--- config.mk ---
export PLATFORM = sky130hd
export DESIGN_NAME = alu_multicycle
export DESIGN_NICKNAME = d
export VERILOG_FILES = /design/src/rtl/alu_pkg.sv /design/src/rtl/alu_mul_iter.sv /design/src/rtl/alu_multicycle.sv
export SDC_FILE = /design/constraint.sdc
export NUM_CORES = 1
export LEC_CHECK = 0
export BUFFER_PORTS_ARGS = -buffer_cell sky130_fd_sc_hd__buf_4
export CORE_MARGIN = 5
export CORE_UTILIZATION = 30
export CTS_CLUSTER_DIAMETER = 150
export DETAILED_ROUTE_END_ITERATION = 8
export GPL_ROUTABILITY_DRIVEN = 1
export SLEW_MARGIN = 40
export SYNTH_ARGS = -nofsm -noshare
export SYNTH_HDL_FRONTEND = slang
export SYNTH_SLANG_ARGS = --single-unit
--- constraint.sdc ---
create_clock -name clk -period 9.55 [get_ports clk]
set_input_delay 0.955 -clock clk [delete_from_list [all_inputs] [get_ports clk]]
set_output_delay 0.955 -clock clk [all_outputs]
set_load 0.01 [all_outputs]
--- src/rtl/alu_pkg.sv ---
// Shared encodings for the multicycle ALU: operation select codes and sequencer states.
package alu_pkg;

  localparam logic [3:0] ALU_AND = 4'd0;
  localparam logic [3:0] ALU_OR  = 4'd1;
  localparam logic [3:0] ALU_ADD = 4'd2;
  localparam logic [3:0] ALU_SLL = 4'd3;
  localparam logic [3:0] ALU_SRL = 4'd4;
  localparam logic [3:0] ALU_SRA = 4'd5;
  localparam logic [3:0] ALU_SUB = 4'd6;
  localparam logic [3:0] ALU_SLT = 4'd7;
  localparam logic [3:0] ALU_MUL = 4'd8;
  localparam logic [3:0] ALU_NOR = 4'd12;
  localparam logic [3:0] ALU_XOR = 4'd13;

  typedef enum logic [1:0] {
    IDLE = 2'd0,
    MUL  = 2'd1,
    DONE = 2'd2
  } alu_state_e;

endpackage

--- src/rtl/alu_mul_iter.sv ---
// Shift-add unsigned multiplier datapath; one partial product per step, sequenced by the
// ALU controller through i_start / i_step.
module alu_mul_iter
  import alu_pkg::*;
#(
  parameter int WIDTH = 32
) (
  input  logic             clk,
  input  logic             rst_n,
  input  logic             i_start,
  input  logic             i_step,
  input  logic [WIDTH-1:0] i_a,
  input  logic [WIDTH-1:0] i_b,
  output logic             o_done,
  output logic [WIDTH-1:0] o_hi,
  output logic [WIDTH-1:0] o_lo
);

  localparam int CW = $clog2(WIDTH + 1);

  logic [2*WIDTH-1:0] r_acc;
  logic [WIDTH-1:0]   r_mcand;
  logic [WIDTH-1:0]   r_mplier;
  logic [CW-1:0]      r_count;
  logic [WIDTH:0]     w_sum;

  // Carry out of the upper-half add becomes the new MSB after the right shift.
  assign w_sum = {1'b0, r_acc[2*WIDTH-1:WIDTH]} +
                 {1'b0, (r_mplier[0] ? r_mcand : {WIDTH{1'b0}})};

  always_ff @(posedge clk or negedge rst_n) begin
    if (!rst_n) begin
      r_acc    <= '0;
      r_mcand  <= '0;
      r_mplier <= '0;
      r_count  <= '0;
    end else if (i_start) begin
      r_acc    <= '0;
      r_mcand  <= i_a;
      r_mplier <= i_b;
      r_count  <= '0;
    end else if (i_step) begin
      r_acc    <= {w_sum, r_acc[WIDTH-1:1]};
      r_mplier <= r_mplier >> 1;
      r_count  <= r_count + 1'b1;
    end
  end

  assign o_done = (r_count == CW'(WIDTH));
  assign o_hi   = r_acc[2*WIDTH-1:WIDTH];
  assign o_lo   = r_acc[WIDTH-1:0];

endmodule

--- src/rtl/alu_multicycle.sv ---
// Registered ALU with valid/ready handshake, shifts and iterative unsigned multiply (HI/LO).
// Optional build macro ALU_OVERFLOW_EN adds the registered signed-overflow output oflow.
module alu_multicycle
  import alu_pkg::*;
#(
  parameter int WIDTH = 32,
  parameter int SHW   = $clog2(WIDTH)
) (
  input  logic             clk,
  input  logic             rst_n,
  input  logic             in_valid,
  output logic             in_ready,
  input  logic [3:0]       ctl,
  input  logic [WIDTH-1:0] a,
  input  logic [WIDTH-1:0] b,
  output logic             out_valid,
  input  logic             out_ready,
  output logic [WIDTH-1:0] result,
  output logic [WIDTH-1:0] hi,
`ifdef ALU_OVERFLOW_EN
  output logic             oflow,
`endif
  output logic             zero
);

  alu_state_e r_state, w_state_d;

  logic [WIDTH-1:0] r_result, r_hi;
  logic             r_zero;
  logic             w_accept, w_start, w_step, w_mul_done;
  logic [WIDTH-1:0] w_mul_hi, w_mul_lo;
  logic [WIDTH-1:0] w_sum, w_diff, w_alu;
  logic [SHW-1:0]   w_shamt;
  logic             w_sub_ovf;

  assign w_accept = in_valid && in_ready;
  assign w_shamt  = b[SHW-1:0];
  assign w_sum    = a + b;
  assign w_diff   = a - b;
  assign w_sub_ovf = (a[WIDTH-1] != b[WIDTH-1]) && (w_diff[WIDTH-1] != a[WIDTH-1]);

  always_comb begin
    w_alu = '0;
    case (ctl)
      ALU_AND: w_alu = a & b;
      ALU_OR:  w_alu = a | b;
      ALU_ADD: w_alu = w_sum;
      ALU_SUB: w_alu = w_diff;
      // Sign of the difference corrected for overflow gives the true signed compare.
      ALU_SLT: w_alu = {{(WIDTH-1){1'b0}}, w_diff[WIDTH-1] ^ w_sub_ovf};
      ALU_NOR: w_alu = ~(a | b);
      ALU_XOR: w_alu = a ^ b;
      ALU_SLL: w_alu = a << w_shamt;
      ALU_SRL: w_alu = a >> w_shamt;
      ALU_SRA: w_alu = $unsigned($signed(a) >>> w_shamt);
      default: w_alu = '0;
    endcase
  end

  alu_mul_iter #(
    .WIDTH(WIDTH)
  ) u_mul (
    .clk    (clk),
    .rst_n  (rst_n),
    .i_start(w_start),
    .i_step (w_step),
    .i_a    (a),
    .i_b    (b),
    .o_done (w_mul_done),
    .o_hi   (w_mul_hi),
    .o_lo   (w_mul_lo)
  );

  always_ff @(posedge clk or negedge rst_n) begin
    if (!rst_n) begin
      r_state <= IDLE;
    end else begin
      r_state <= w_state_d;
    end
  end

  always_comb begin
    w_state_d = r_state;
    case (r_state)
      IDLE: begin
        if (w_accept) w_state_d = (ctl == ALU_MUL) ? MUL : DONE;
      end
      MUL: begin
        if (w_mul_done) w_state_d = DONE;
      end
      DONE: begin
        if (w_accept) begin
          w_state_d = (ctl == ALU_MUL) ? MUL : DONE;
        end else if (out_ready) begin
          w_state_d = IDLE;
        end
      end
      default: w_state_d = IDLE;
    endcase
  end

  always_comb begin
    in_ready  = (r_state == IDLE) || ((r_state == DONE) && out_ready);
    out_valid = (r_state == DONE);
    w_start   = w_accept && (ctl == ALU_MUL);
    w_step    = (r_state == MUL) && !w_mul_done;
  end

  always_ff @(posedge clk or negedge rst_n) begin
    if (!rst_n) begin
      r_result <= '0;
      r_hi     <= '0;
      r_zero   <= 1'b1;
    end else if (w_accept && (ctl != ALU_MUL)) begin
      r_result <= w_alu;
      r_hi     <= '0;
      r_zero   <= (w_alu == '0);
    end else if ((r_state == MUL) && w_mul_done) begin
      r_result <= w_mul_lo;
      r_hi     <= w_mul_hi;
      r_zero   <= (w_mul_lo == '0);
    end
  end

  assign result = r_result;
  assign hi     = r_hi;
  assign zero   = r_zero;

`ifdef ALU_OVERFLOW_EN
  logic r_oflow;
  logic w_add_ovf, w_oflow;

  assign w_add_ovf = (a[WIDTH-1] == b[WIDTH-1]) && (w_sum[WIDTH-1] != a[WIDTH-1]);
  assign w_oflow   = ((ctl == ALU_ADD) && w_add_ovf) || ((ctl == ALU_SUB) && w_sub_ovf);

  always_ff @(posedge clk or negedge rst_n) begin
    if (!rst_n) begin
      r_oflow <= 1'b0;
    end else if (w_accept && (ctl != ALU_MUL)) begin
      r_oflow <= w_oflow;
    end else if ((r_state == MUL) && w_mul_done) begin
      r_oflow <= 1'b0;
    end
  end

  assign oflow = r_oflow;
`endif

endmodule

# Word-level counts from Yosys, hierarchy flattened
# Cells that the tools add are included.
[word_totals] ff_bits=201 memories=0 latchBits=0 wordCells=75 output_inout_bits=67 rom_bits=0 ramBits=0
[classes] order_cmp=0 reduce_logical=16 addsub=4 shifts=3 n_eq_ne=19 div=0 n_mux=20 bitwise_logic=5 n_mul=0
[ops] operator="32-bit one-hot mux with 10 select lines" count=1
[ops] operator="32-bit two-way mux" count=7
[ops] operator="64-bit two-way mux" count=2
[ops] operator="32-bit logical NOT" count=2
[ops] operator="32-bit by 32-bit adder with 33-bit output" count=1
[ops] operator="32-bit adder" count=1
[ops] operator="32-bit AND" count=1
[ops] operator="32-bit inverter" count=1
[ops] operator="32-bit bitwise OR" count=1
[ops] operator="32-bit by 5-bit << shifter with 32-bit output" count=1
[ops] operator="32-bit by 5-bit >> shifter with 32-bit output" count=1
[ops] operator="32-bit by 5-bit >>> shifter with 32-bit output" count=1
[ops] operator="32-bit subtractor" count=1
[ops] operator="32-bit bitwise XOR" count=1
[ops] operator="4-bit by 3-bit == test with 1-bit output, second input constant" count=4
[ops] operator="4-bit == test, second input constant" count=3
[ops] operator="6-bit two-way mux" count=2
[ops] operator="2-bit two-way mux" count=5
[ops] operator="4-bit by 2-bit == test with 1-bit output, second input constant" count=2
[ops] operator="1-bit logical AND" count=7
[ops] operator="6-bit by 1-bit adder with 6-bit output, second input constant" count=1
[ops] operator="6-bit == test, second input constant" count=1
[ops] operator="2-bit one-hot mux with 3 select lines" count=1
[ops] operator="4-bit by 1-bit == test with 1-bit output, second input constant" count=1
[ops] operator="14 further kinds" count=18

# Longest topological paths before layout
[depth] word_depth=7 mapped_depth=28 ltp_nobuf=24

# Cells and area by module
# A second synthesis with hierarchy kept.
[hier_totals] cells_unflattened=2554 hier_area_um2=20607.3
[by_module_without_submodules] module="alu_multicycle" instances=1 cells_each=1799 area_each_um2=13152.6
[by_module_without_submodules] module="alu_mul_iter" instances=1 cells_each=755 area_each_um2=7454.6

# Worst setup path after synthesis
# OpenSTA, ideal clock, no wires.
[synth_timing] kind="input-to-reg" start="input port b[1]" end="register r_zero (netlist: zero)" arrival_ps=6214 path_slack_ps=3275 cell_stages=28 n_path_buf=4 path_cell_list="buf_2 buf_4 inv_2 buf_2 clkbuf_1 ha_1 or2_2 a211o_1 a21oi_1 a2111o_1 a41o_1 a21oi_1 nor2_1 o22a_1 a21oi_1 nor2_1 nor2_1 fa_1 a31oi_1 o31ai_1 a211oi_1 o221a_2 nand4_1 or3_1 nor4_1 nand4_1 nor4_2 a41o_1"
[synth_between] elab_chain_len=7
[synth_lines] item="start, declared" line="alu_multicycle.sv:15" source="input logic [WIDTH-1:0] b,"
[synth_lines] item="32-bit subtractor" line="alu_multicycle.sv:39" source="assign w_diff = a - b;"
[synth_lines] item="1-bit != test" line="alu_multicycle.sv:40" source="assign w_sub_ovf = (a[WIDTH-1] != b[WIDTH-1]) && (w_diff[WIDTH-1] != a[WIDTH-1]);"
[synth_lines] item="1-bit logical AND" line="alu_multicycle.sv:40"
[synth_lines] item="1-bit bitwise XOR" line="alu_multicycle.sv:50" source="ALU_SLT: w_alu = {{(WIDTH-1){1'b0}}, w_diff[WIDTH-1] ^ w_sub_ovf};"
[synth_lines] item="32-bit one-hot mux with 10 select lines (*)" line="alu_multicycle.sv:44" source="case (ctl)"
[synth_lines] item="32-bit logical NOT (*)" line="alu_multicycle.sv:117" source="r_zero <= (w_alu == '0);"
[synth_lines] item="1-bit two-way mux (*)" line="alu_multicycle.sv:114" source="end else if (w_accept && (ctl != ALU_MUL)) begin"
[synth_lines] item="end signal, assigned" line="alu_multicycle.sv:117"
[synth_lines] item="end signal, assigned" line="alu_multicycle.sv:121" source="r_zero <= (w_mul_lo == '0);"
[synth_lines] item="end, declared" line="alu_multicycle.sv:29" source="logic r_zero;"
# Every way passes the cells marked *; elsewhere a longest branch is shown, timed or not.
# A chain may end at the register's enable or synchronous reset.

# Worst setup path after layout
# Same ends and word-level chain as after synthesis.

==> metrics.txt <==
# TYPE chip_impl_metric gauge
chip_impl_metric{name="clk-insertion-delay-late",unit="ns"} 0.54
chip_impl_info{name="criticalPathCategory",value="in -> reg"} 1
chip_impl_metric{name="antenna_violations_before_repair",unit=""} 2
chip_impl_metric{name="chipWidth",unit="µm"} 260.8
chip_impl_metric{name="clkSinkCount",unit=""} 201
chip_impl_info{name="timing.hold.worst.class",value="in -> async"} 1
chip_impl_metric{name="worst_ep_arrival_time",unit="ns"} 7.40
chip_impl_metric{name="post_synth.cell_area_avg",unit="µm²"} 8.365
chip_impl_metric{name="h-tree-depth",unit=""} 1
chip_impl_metric{name="crit_fanout",unit=""} 28
chip_impl_info{name="rr_endpoint",value="u_mul.r_acc[62]"} 1
chip_impl_metric{name="grt_pass1_wl",unit="µm"} 124400
chip_impl_metric{name="yosys_register_bits",unit=""} 201
chip_impl_info{name="grt_setup_unrepaired",value="no"} 1
chip_impl_metric{name="via_count_of_the_first_global_routing_pass",unit=""} 18570
chip_impl_info{name="outcome",value="complete, no violations"} 1
chip_impl_metric{name="drc",unit=""} 0
chip_impl_metric{name="maxSlewViolCount",unit=""} 0
chip_impl_metric{name="die_y",unit="µm"} 260.8
chip_impl_metric{name="worst-slew-pin-transition",unit="ns"} 0.9080
chip_impl_metric{name="placement_rows",unit=""} 92
chip_impl_info{name="worst_setup_path_startpoint",value="b[1]"} 1
chip_impl_metric{name="cap_viol_max_count",unit=""} 0
chip_impl_metric{name="drive_above_1_share",unit="%"} 13.95
chip_impl_info{name="synth_top_area_cell",value="sky130_fd_sc_hd__dfrtp_1"} 1
chip_impl_metric{name="crit_path_max_cell_delay",unit="ns"} 0.60
chip_impl_metric{name="crit_required",unit="ns"} 10.03
chip_impl_metric{name="post_cts_resize_count",unit=""} 0
chip_impl_metric{name="synth-edff-count",unit=""} 0
chip_impl_metric{name="detailedRoute.firstPassIterationCount",unit=""} 6
chip_impl_metric{name="whs",unit="ns"} 0.3544
chip_impl_metric{name="hold_buf_count_cts",unit=""} 0
chip_impl_metric{name="gr_ovfl_total",unit=""} 0
chip_impl_info{name="r2r_start",value="u_mul.r_mplier[0]"} 1
chip_impl_info{name="post-synth-top-count-cell",value="sky130_fd_sc_hd__nand2_1"} 1
chip_impl_metric{name="final_core_utilization",unit="%"} 34.12
chip_impl_metric{name="dpl-instance-area",unit="mm²"} 0.02058
chip_impl_metric{name="leakage",unit="nW"} 9.595
chip_impl_metric{name="finClkSkew",unit="ns"} 0.01649
chip_impl_metric{name="vias",unit=""} 19060
chip_impl_metric{name="iter_0_drt_violations",unit=""} 2132
chip_impl_metric{name="num-nets-final",unit=""} 2508
chip_impl_metric{name="yosysWarnings",unit=""} 0
chip_impl_metric{name="power.density",unit="mW/mm²"} 162.7
chip_impl_info{name="termination_of_the_worst_setup_path",value="zero"} 1
chip_impl_metric{name="place.gp.congestion",unit=""} 1.046
chip_impl_info{name="synthTopCellsByCount",value="sky130_fd_sc_hd__nand2_1 (271), sky130_fd_sc_hd__dfrtp_1 (200), sky130_fd_sc_hd__o21ai_0 (164)"} 1
chip_impl_metric{name="detailedPlacementHpwl",unit="µm"} 64360
chip_impl_info{name="tritoncts_clock_tree",value="built"} 1
chip_impl_metric{name="worst_r2r_path_depth",unit=""} 15
chip_impl_metric{name="ys_seq_area_share",unit="%"} 26.66
chip_impl_info{name="cell_with_the_largest_stage_delay_on_the_worst_path",value="sky130_fd_sc_hd__inv_2"} 1
chip_impl_metric{name="final_cell_area",unit="mm²"} 0.02141
chip_impl_metric{name="layout_setup_ws",unit="ns"} 2.630
chip_impl_metric{name="worst_slew_margin_rel",unit="%"} 37.90
chip_impl_metric{name="post_cts.repair.setup_buffers",unit=""} 0
chip_impl_metric{name="area_growth_from_synthesis_to_layout",unit="%"} 13.44
chip_impl_metric{name="drt.antenna.violating_nets",unit=""} 0
chip_impl_metric{name="initial_utilization",unit="%"} 30.08
chip_impl_metric{name="post-place-ws",unit="ns"} 2.351
chip_impl_metric{name="asyncSetResetFlopFracSynth",unit="%"} 100.0
chip_impl_metric{name="fin_setup_tns",unit="ns"} 0
chip_impl_info{name="crit_path_start_kind",value="input pin"} 1
chip_impl_metric{name="synth_largest_type_area_fraction",unit="%"} 26.52
chip_impl_metric{name="path_clk_slew",unit="ns"} 0.06
chip_impl_metric{name="globalRouteTotalUtil",unit="%"} 23.74
chip_impl_metric{name="cts-root-to-sink-buffers",unit=""} 3
chip_impl_metric{name="dieArea",unit="mm²"} 0.06802
chip_impl_metric{name="synthDistinctLibCells",unit=""} 102
chip_impl_metric{name="finalCriticalPeriod",unit="ns"} 6.920
chip_impl_metric{name="detail_route.wl_per_cell",unit="µm"} 26.64
chip_impl_metric{name="port_buffers",unit=""} 138
chip_impl_metric{name="vias_per_cell",unit=""} 6.041
chip_impl_info{name="post_synth_top_flop",value="sky130_fd_sc_hd__dfrtp_1"} 1
chip_impl_metric{name="regToRegSetupSlack",unit="ns"} 5.23
chip_impl_metric{name="synth.cell_area",unit="mm²"} 0.01887
chip_impl_metric{name="netlist_instances",unit=""} 2256
chip_impl_metric{name="maxClockFrequency",unit="GHz"} 0.1445
chip_impl_info{name="end_kind",value="flip-flop"} 1
chip_impl_metric{name="core_area",unit="mm²"} 0.06274
chip_impl_metric{name="numCtsBuffers",unit=""} 24
chip_impl_metric{name="peakVddDrop",unit="mV"} 0.1172
chip_impl_metric{name="syn_nets",unit=""} 2470
chip_impl_metric{name="detail_route.wirelength",unit="µm"} 84040
chip_impl_metric{name="report.final.setup_viol",unit=""} 0
chip_impl_metric{name="final.fill_count",unit=""} 6519
chip_impl_metric{name="layout_worst_path_cycle_share",unit="%"} 72.46
chip_impl_metric{name="io_pins",unit=""} 139
chip_impl_metric{name="hold_viol_final",unit=""} 0
chip_impl_metric{name="pin_count_of_the_biggest_net_entering_global_routing",unit=""} 84
chip_impl_info{name="ys_top_cells_by_area",value="sky130_fd_sc_hd__dfrtp_1 (27%), sky130_fd_sc_hd__ha_1 (9.1%), sky130_fd_sc_hd__nand2_1 (5.4%)"} 1
chip_impl_info{name="cts_root_buf",value="sky130_fd_sc_hd__clkbuf_16"} 1
==> layout by cell type (no fill, tap or decap), drive strengths merged, types with 41 or more instances in the layout <==
master,synthesis,routed
mux2i,61,61
a22o,73,73
nand2,271,271
a22oi,84,84
inv,103,103
nor2,147,147
a21oi,119,119
buf,59,175
o21ai,169,169
dfrtp,200,200
nor3,41,41
ha,138,138
and2,42,42
==> worst min path at each step <==
| stage | startpoint | endpoint | slack, ns |
|---|---|---|---|
| detailed placement | u_mul.r_mplier[17] | u_mul.r_mplier[17] | 0.46 |
| floorplan | u_mul.r_mcand[31] | u_mul.r_mcand[31] | 0.44 |
| global placement | u_mul.r_mplier[7] | u_mul.r_mplier[7] | 0.46 |
| finish | rst_n | hi[5] | 0.35 |
| global route | rst_n | hi[7] | 0.38 |
| CTS | u_mul.r_mcand[15] | u_mul.r_mcand[15] | 0.48 |
==> critical path: cells and delay by family <==
| kind | cells | cell delay, ns |
|---|---|---|
| compound gates | 12 | 2.72 |
| simple gates | 9 | 2.04 |
| fa+ha+maj | 2 | 0.83 |
| buf+inv | 2 | 0.83 |
==> routing by layer <==
metal	GRT usage, %	part of all wire [%]
met3	3.231	6.7
met2	38.49	46
met5	0	0.015
met1	31.94	42
met4	9.759	5.1
==> cells by family after synthesis <==
logic type               synth area share [%]
flip-flops                              26.66
XOR/XNOR                                1.810
adder cells (fa/ha/maj)                 9.574
AND/OR/NAND/NOR                         17.84
AO/OA/AOI/OAI                           29.46
buffers and inverters                   5.868
multiplexers                            8.785
==> flip-flops by register name, summed over array words and instances, names as in the netlist <==
signal and cells:
u_mul.r_mplier 32, zero 1, u_mul.r_mcand 32, hi 32, u_mul.r_acc 64, u_mul.r_count 6, result 32, r_state 2
==> power breakdown <==
group / internal [mW] / switching [mW]
sequential: 1.05 / 0.187
combinational: 0.505 / 0.810
clock: 0.563 / 0.373
total: 2.11 / 1.37
==> area by class of cell <==
class	count	area, µm²	area share (%)
diodes	1	2.502	0.01169
multi-input cells	1787	12790	59.73
clock inverters	12	146.4	0.6838
repair buffers	176	1344	6.277
clock buffers	28	646.9	3.022
well taps	846	1059	4.945
flip-flops and latches	201	5032	23.51
inverters	104	390.4	1.824
==> stage by stage <==
stage / total power [mW] / cells
floorplan: 2.030 / 2256
global placement: 2.503 / 3113
detailed placement: 2.535 / 3113
CTS: 3.488 / 3153
global route: 3.685 / 3154
finish: 3.483 / 3155
(Power assumes the default switching activity.)
